===== src/rtl/up_counter.sv =====
// Free-running up-counter wrapping at MAX_VAL, with terminal-count decode, wrap pulse and saturating wrap tally.
// Optional build macro UP_COUNTER_PRESCALE_EN inserts a PRESCALE-clock divider in front of every advance.
module up_counter #(
    parameter int WIDTH    = 8,
    parameter int MAX_VAL  = 2**WIDTH - 1,
    parameter int WRAPS_W  = 16,
    parameter int PRESCALE = 1
) (
    input  logic               clk,
    input  logic               reset,
    output logic [WIDTH-1:0]   counter,
    output logic               tc,
    output logic               wrap_pulse,
    output logic [WRAPS_W-1:0] wrap_count
);

    localparam logic [WIDTH-1:0]   LP_MAX      = WIDTH'(MAX_VAL);
    localparam logic [WIDTH-1:0]   LP_CNT_ONE  = WIDTH'(1);
    localparam logic [WRAPS_W-1:0] LP_WRAP_ONE = WRAPS_W'(1);

    if (MAX_VAL < 1 || (WIDTH < 31 && MAX_VAL >= (1 << WIDTH))) begin : g_bad_max_val
        $error("up_counter: MAX_VAL must lie in 1..2**WIDTH-1");
    end
    if (PRESCALE < 1 || PRESCALE > 65535) begin : g_bad_prescale
        $error("up_counter: PRESCALE must lie in 1..65535");
    end

    logic               w_tick;
    logic               w_at_max;
    logic               w_wrap;
    logic [WIDTH-1:0]   r_counter;
    logic               r_wrap_pulse;
    logic [WRAPS_W-1:0] r_wrap_count;

`ifdef UP_COUNTER_PRESCALE_EN
    localparam logic [15:0] LP_PRE_LAST = 16'(PRESCALE - 1);

    logic [15:0] r_prescale;

    always_ff @(posedge clk or posedge reset) begin
        if (reset) begin
            r_prescale <= '0;
        end else if (w_tick) begin
            r_prescale <= '0;
        end else begin
            r_prescale <= r_prescale + 16'd1;
        end
    end

    assign w_tick = (r_prescale == LP_PRE_LAST);
`else
    assign w_tick = 1'b1;
`endif

    assign w_at_max = (r_counter == LP_MAX);
    assign w_wrap   = w_tick & w_at_max;

    // wrap_pulse is driven from w_wrap every clk edge, so it stays one clk wide even when prescaled
    always_ff @(posedge clk or posedge reset) begin
        if (reset) begin
            r_counter    <= '0;
            r_wrap_pulse <= 1'b0;
            r_wrap_count <= '0;
        end else begin
            r_wrap_pulse <= w_wrap;
            if (w_tick) begin
                r_counter <= w_at_max ? '0 : r_counter + LP_CNT_ONE;
            end
            if (w_wrap && (r_wrap_count != '1)) begin
                r_wrap_count <= r_wrap_count + LP_WRAP_ONE;
            end
        end
    end

    assign counter    = r_counter;
    assign tc         = w_at_max;
    assign wrap_pulse = r_wrap_pulse;
    assign wrap_count = r_wrap_count;

endmodule


===== config.mk =====
export PLATFORM = sky130hd
export DESIGN_NAME = up_counter
export DESIGN_NICKNAME = d
export VERILOG_FILES = /design/src/rtl/up_counter.sv
export SDC_FILE = /design/constraint.sdc
export NUM_CORES = 1
export LEC_CHECK = 0
export CAP_MARGIN = 15
export CORE_UTILIZATION = 40
export CTS_CLUSTER_SIZE = 25
export DETAILED_ROUTE_END_ITERATION = 10
export HOLD_SLACK_MARGIN = 0.08
export PLACE_DENSITY = 0.66
export SYNTH_ARGS = -nofsm -noshare
export SYNTH_HDL_FRONTEND = slang
export SYNTH_SLANG_ARGS = --single-unit
export TNS_END_PERCENT = 20

===== constraint.sdc =====
create_clock -name clk -period 3.3 [get_ports clk]
set_clock_uncertainty 0.2 [all_clocks]
set_input_delay 0.66 -clock clk [delete_from_list [all_inputs] [get_ports clk]]
set_output_delay 0.66 -clock clk [all_outputs]
set_load 0.01 [all_outputs]

==> results of run 1 <==
synthesized netlist by cell type (all sizes together):
master and n:
and3 4, o21ai 2, inv 2, nand4 6, and4 2, nor3b 1, or3 1, nand3 7
ha 2, mux2 2, nor2 5, dfrtp 25, xnor2 1, or2 1, nor4 7, buf 2
nor3 6, nand2 9, o211ai 1, xor2 18
flip-flops by register name, summed over array words and instances (netlist names):
signal and count:
counter 8, wrap_count 16, wrap_pulse 1
layout by cell type (no fill, tap or decap), drive strengths merged, types with 3 or more instances in the layout:
| master | instances |
|---|---|
| xor2 | 18 |
| nor4 | 7 |
| and3 | 4 |
| clkdlybuf4s50 | 27 |
| clkbuf | 3 |
| nand2 | 9 |
| dfrtp | 25 |
| nand4 | 6 |
| nor2 | 5 |
| nand3 | 7 |
| nor3 | 6 |
logic make-up after synthesis:
kind of cell	after synthesis
mux	2
xor+xnor	19
simple gates	49
fa+ha+maj	2
compound gates	3
buf+inv	4
flops	25
power by group through the flow:
stage	registers (mW)	logic (mW)	clock network [mW]
final	0.306	0.00687	0.133
after global placement	0.312	0.00718	0
after floorplan	0.312	0.00455	0
after detailed placement	0.312	0.00757	0
after CTS	0.306	0.00743	0.140
after global routing	0.306	0.00851	0.150
per-stage QoR:
| stage | instances | area (sq um) | hold WS [ps] |
|---|---|---|---|
| floorplan | 104 | 1270 | 322 |
| global placement | 174 | 1580 | 281 |
| detailed placement | 174 | 1580 | 297 |
| CTS | 178 | 1610 | 320 |
| global route | 178 | 1610 | 339 |
| finish | 178 | 1610 | 316 |
routing by layer:
metal	up-vias	routed length [microns]
li1	430	-
met4	0	46
met5	-	0
met2	19	1140
met1	431	1070
met3	4	75
final timing paths:
check	cells after the start	startpoint	to
worst min register to register	1	counter[0]	counter[0]
worst min-delay path	1	counter[0]	counter[0]
worst max-delay path	5	counter[0]	tc
worst max register to register	6	wrap_count[0]	wrap_count[1]
max in group asynchronous	2	reset	wrap_count[13]
min in group asynchronous	2	reset	wrap_count[3]
layout make-up:
class	instances	area (sq um)
fill	276	1420
tap	44	55.1
inverter	2	7.51
clock inverter	1	5.00
multi-input combinational	75	613
clock buffer	3	22.5
sequential	25	626
timing repair buffer	28	278
worst reg2reg max path, delay by kind of cell, from the launching register on:
family        cells  cell delay, ps
fa+ha+maj         1             260
flops             1             500
buf+inv           1             270
simple gates      3             690
mux               1             300
==> flow_summary.ini, run 1 <==
[layout]
utilization_pct = 53.1
n_antenna_cell = 0
final_nets = 139
area_growth_pct = 26.6
drive_above_1_share_pct = 17.2

[setup_path]
cp_slowest_cell = clkdlybuf4s50_1
cp_data_required_time_ps = 2440
critical_path_class = reg2out
worstSetupStartpointType = register
critPathMaxFanout = 16
path_cells = ha_1 > and3_4 > nand3_4 > inv_1 > clkdlybuf4s50_1
arrival_ps = 2190
path_buf_inv = 2
critical_path.top_delay_family = buffers and inverters
cp-end-kind = output pin
r2r_slack_ps = 990
slowest_delay_ps = 560

[global_route]
grtUsageMet1_pct = 19.9
first_global_vias = 799
grt_pass1_wl_mm = 3.75
grt_use_total_pct = 14.8
top_usage_layer = met2
use_met3_pct = 2.20
grt_overflow_total = 0
grt_max_degree = 26
antenna_found_initial = 0
grtUsageMet2_pct = 23.0

[timing]
fin_ws_ps = 254
tightest_slew_ps = 937
setup_tns_ps = 0
hold_viol_final = 0
fmax_mhz = 328
setup_viol = 0
finalCritPeriodShare_pct = 92.3
slew_violations = 0
period_minus_slack_ps = 3050
slew-limit-headroom_pct = 37.4
rsz0062_at_grt = false

[synth]
synth_xor_area_share_pct = 13.1
netlist-cell-type-count = 29
synth_top_cell_by_area = dfrtp_1
synth_fa_ha_area_share_pct = 1.97
netlist_instances = 104
syn_area_sq_um = 1270
synth_compound_area_share_pct = 1.38
ys_warn_count = 0
synth_area_leaders = dfrtp_1 (49%), xor2_1 (12%), nor3_2 (3.9%)
muxShareOfSynthArea_pct = 2.07
synth-simple-area-share_pct = 29.8
ys_seq_elements = 25
yosysTopAreaCellShare_pct = 49.3
synth_top_family_by_area = simple AND/OR/NAND/NOR gates
ys_seq_area_share_pct = 49.3
syn_area_per_cell_sq_um = 12.2
syn_nets = 108

[floorplan]
die_h_microns = 58.3
io_pins = 28
num_rows = 20
core-area_sq_um = 3030
die_w_microns = 58.3
die_area_sq_um = 3400
initial_core_util_pct = 41.9

[placed_design]
port_buffers = 27
pre_cts_ws_ps = 620
dpl.hpwl_mm = 1.76
gp_congestion = 0.722

[power_and_ir_drop]
p_switching_mw = 0.0939
ir_worst_vdd_v = 0.000185
powerDensity_nw_per_um2 = 278
finalPower_mw = 0.447
clkPwrFrac_pct = 29.9
pwr-share-comb_pct = 1.5
switching_share_pct = 21.0
seqPwrFrac_pct = 68.6
p_leak_nw = 0.741
internal-power_mw = 0.353

[run_status]
status = finished, final reports clean

[detailed_routing]
drc = 0
routed_wl_mm = 2.33
post_drt_wl_per_cell_microns = 13.1
viasPerCell = 4.97
drt_iter0_drc = 17
firstDrtPassIters = 4
vias = 884
postRouteAntennaNets = 0

[cts]
clk_pin_slew_ps = 130
h-tree-depth = 1
clock-root-buffer = clkbuf_4
cts_tree = done
cts_setup_buffers = 0
insertion_delay_ps = 320
cts_buffer_depth = 2
cts.sinks = 25
post_cts_resized = 0
cts-hold-fix-buffers = 0
numCtsBuffers = 3

[worst_hold_path]
hp-class = reg2reg

[job]
drv_cap = 0
No activity file was read; power rests on OpenSTA's default activity.
==> inputs of run 2 (changes only) <==
Settings changed: CORE_ASPECT_RATIO set to 2, CTS_CLUSTER_SIZE 25 to 24, PLACE_DENSITY 0.66 to not set, PLACE_DENSITY_LB_ADDON set to 0.1.
==> run 2 against run 1 <==
Setup slack improved by 61 ps. Largest cell class unchanged. Final cell count shrank 7.3%. Highest routed layer unchanged. Critical endpoint unchanged. Die area is 0.40% higher. Clock-buffer cell count increased by 1. Clock power increased by 38%.
==> flow_summary.ini, run 2 (synthesis results as in run 1) <==
[detailed_routing]
drc = 0
firstDrtPassIters = 4
vias = 899
routed_wl_mm = 2.71
post_drt_wl_per_cell_microns = 16.4
postRouteAntennaNets = 0
viasPerCell = 5.45
drt_iter0_drc = 7

[timing]
finalCritPeriodShare_pct = 90.5
tightest_slew_ps = 522
slew-limit-headroom_pct = 64.9
period_minus_slack_ps = 2990
hold_viol_final = 0
holdWs_ps = 296
slew_violations = 0
fmax_mhz = 335
rsz0062_at_grt = false
setup_viol = 0
setup_tns_ps = 0

[placed_design]
postPlaceCellArea_sq_um = 1570
port_buffers = 27
dpl.hpwl_mm = 2.02
gp_congestion = 0.760

[power_and_ir_drop]
p_switching_mw = 0.102
p_leak_nw = 0.751
clkPwrFrac_pct = 36.8
internal-power_mw = 0.394
switching_share_pct = 20.6
ir_worst_vdd_v = 0.000178
seqPwrFrac_pct = 61.6
pwr-share-comb_pct = 1.6
powerDensity_nw_per_um2 = 308

[cts]
cts.sinks = 25
clock-root-buffer = clkbuf_8
clk_pin_slew_ps = 90
cts_tree = done
cts_setup_buffers = 0
cts_buffer_depth = 2
post_cts_resized = 0
numCtsBuffers = 3
cts-hold-fix-buffers = 0
h-tree-depth = 1
insertion_delay_ps = 270

[layout]
final_nets = 140
largest_reg_flops = 16
n_antenna_cell = 0
final_cell_mix = clkdlybuf4s50_1 (27), dfrtp_1 (25), xor2_1 (18)
multi_input_area_sq_um = 613
layout_commonest_cell = clkdlybuf4s50_1
stdcell_area_sq_um = 1610
nFillCells = 256
area_growth_pct = 27.2
drive_above_1_share_pct = 17.0
seqCellArea_sq_um = 626

[floorplan]
die_w_microns = 41.8
die_area_sq_um = 3410
die_h_microns = 81.6
num_rows = 28
core-area_sq_um = 2980
initial_core_util_pct = 42.6
io_pins = 28

[setup_path]
r2r_slack_ps = 1080
worstSetupStartpointType = register
critPathMaxFanout = 16
cp_data_required_time_ps = 2440
critical_path_class = reg2out
arrival_ps = 2130
cp-end-kind = output pin

[global_route]
first_global_vias = 902
antenna_found_initial = 0
grt_pass1_wl_mm = 4.44
grt_overflow_total = 0
grt_max_degree = 26
grt_use_total_pct = 17.1

[job]
drv_cap = 0

[run_status]
status = finished, final reports clean

[worst_hold_path]
hp-class = reg2reg
[run 2: cell types whose count changed in the layout (fill, tap and decap cells not counted)]
cell      delta
clkbuf_4     -3
clkbuf_8     +3
buf_4        +1
clkbuf_1     +1
clkinv_2     -1
[run 2: layout make-up]
cell class	count	area share, %
Sequential cell	25	38.8
Multi-Input combinational cell	75	38.0
Timing Repair Buffer	29	17.7
Clock buffer	4	2.79
Tap cell	30	2.33
Inverter	2	0.465
[run 2: power groups by stage]
stage	registers [mW]	logic (mW)	clock network, mW
6_report	0.306	0.00788	0.183
5_1_grt	0.306	0.00922	0.195
3_3_place_gp	0.312	0.00828	0
2_1_floorplan	0.312	0.00455	0
3_5_place_dp	0.312	0.00868	0
4_1_cts	0.306	0.00857	0.187
[run 2: metal layers]
| metal | wire [microns] | global-route usage, % |
|---|---|---|
| met1 | 1050 | 19.4 |
| met2 | 1530 | 32.0 |
| met3 | 72 | 1.76 |
| met4 | 49 | 7.10 |
| met5 | 0 | 0 |
[run 2: stage by stage]
stage / total power [mW] / cells / worst slack, ps / util (%)
6_report: 0.497 / 165 / 315 / 54.2
2_1_floorplan: 0.317 / 104 / 1190 / -
5_1_grt: 0.510 / 165 / 176 / 54.2
3_5_place_dp: 0.321 / 161 / 632 / 52.7
4_1_cts: 0.501 / 165 / 309 / 54.2
3_3_place_gp: 0.320 / 161 / 663 / 52.7
[run 2: critical path, cell delays in order, from the launching register on]
cell and delay, ps:
dfrtp_1 420, ha_1 220, and3_4 230, nand3_4 220
inv_1 210, clkdlybuf4s50_1 560
[run 2: worst paths after layout]
kind                           startpoint        endpoint  cells after the start
max in group asynchronous           reset      wrap_pulse                      3
min                        wrap_count[15]  wrap_count[15]                      1
min in group asynchronous           reset      counter[7]                      3
min reg2reg                wrap_count[15]  wrap_count[15]                      1
max reg2reg                 wrap_count[0]   wrap_count[9]                      6
max                            counter[0]              tc                      5
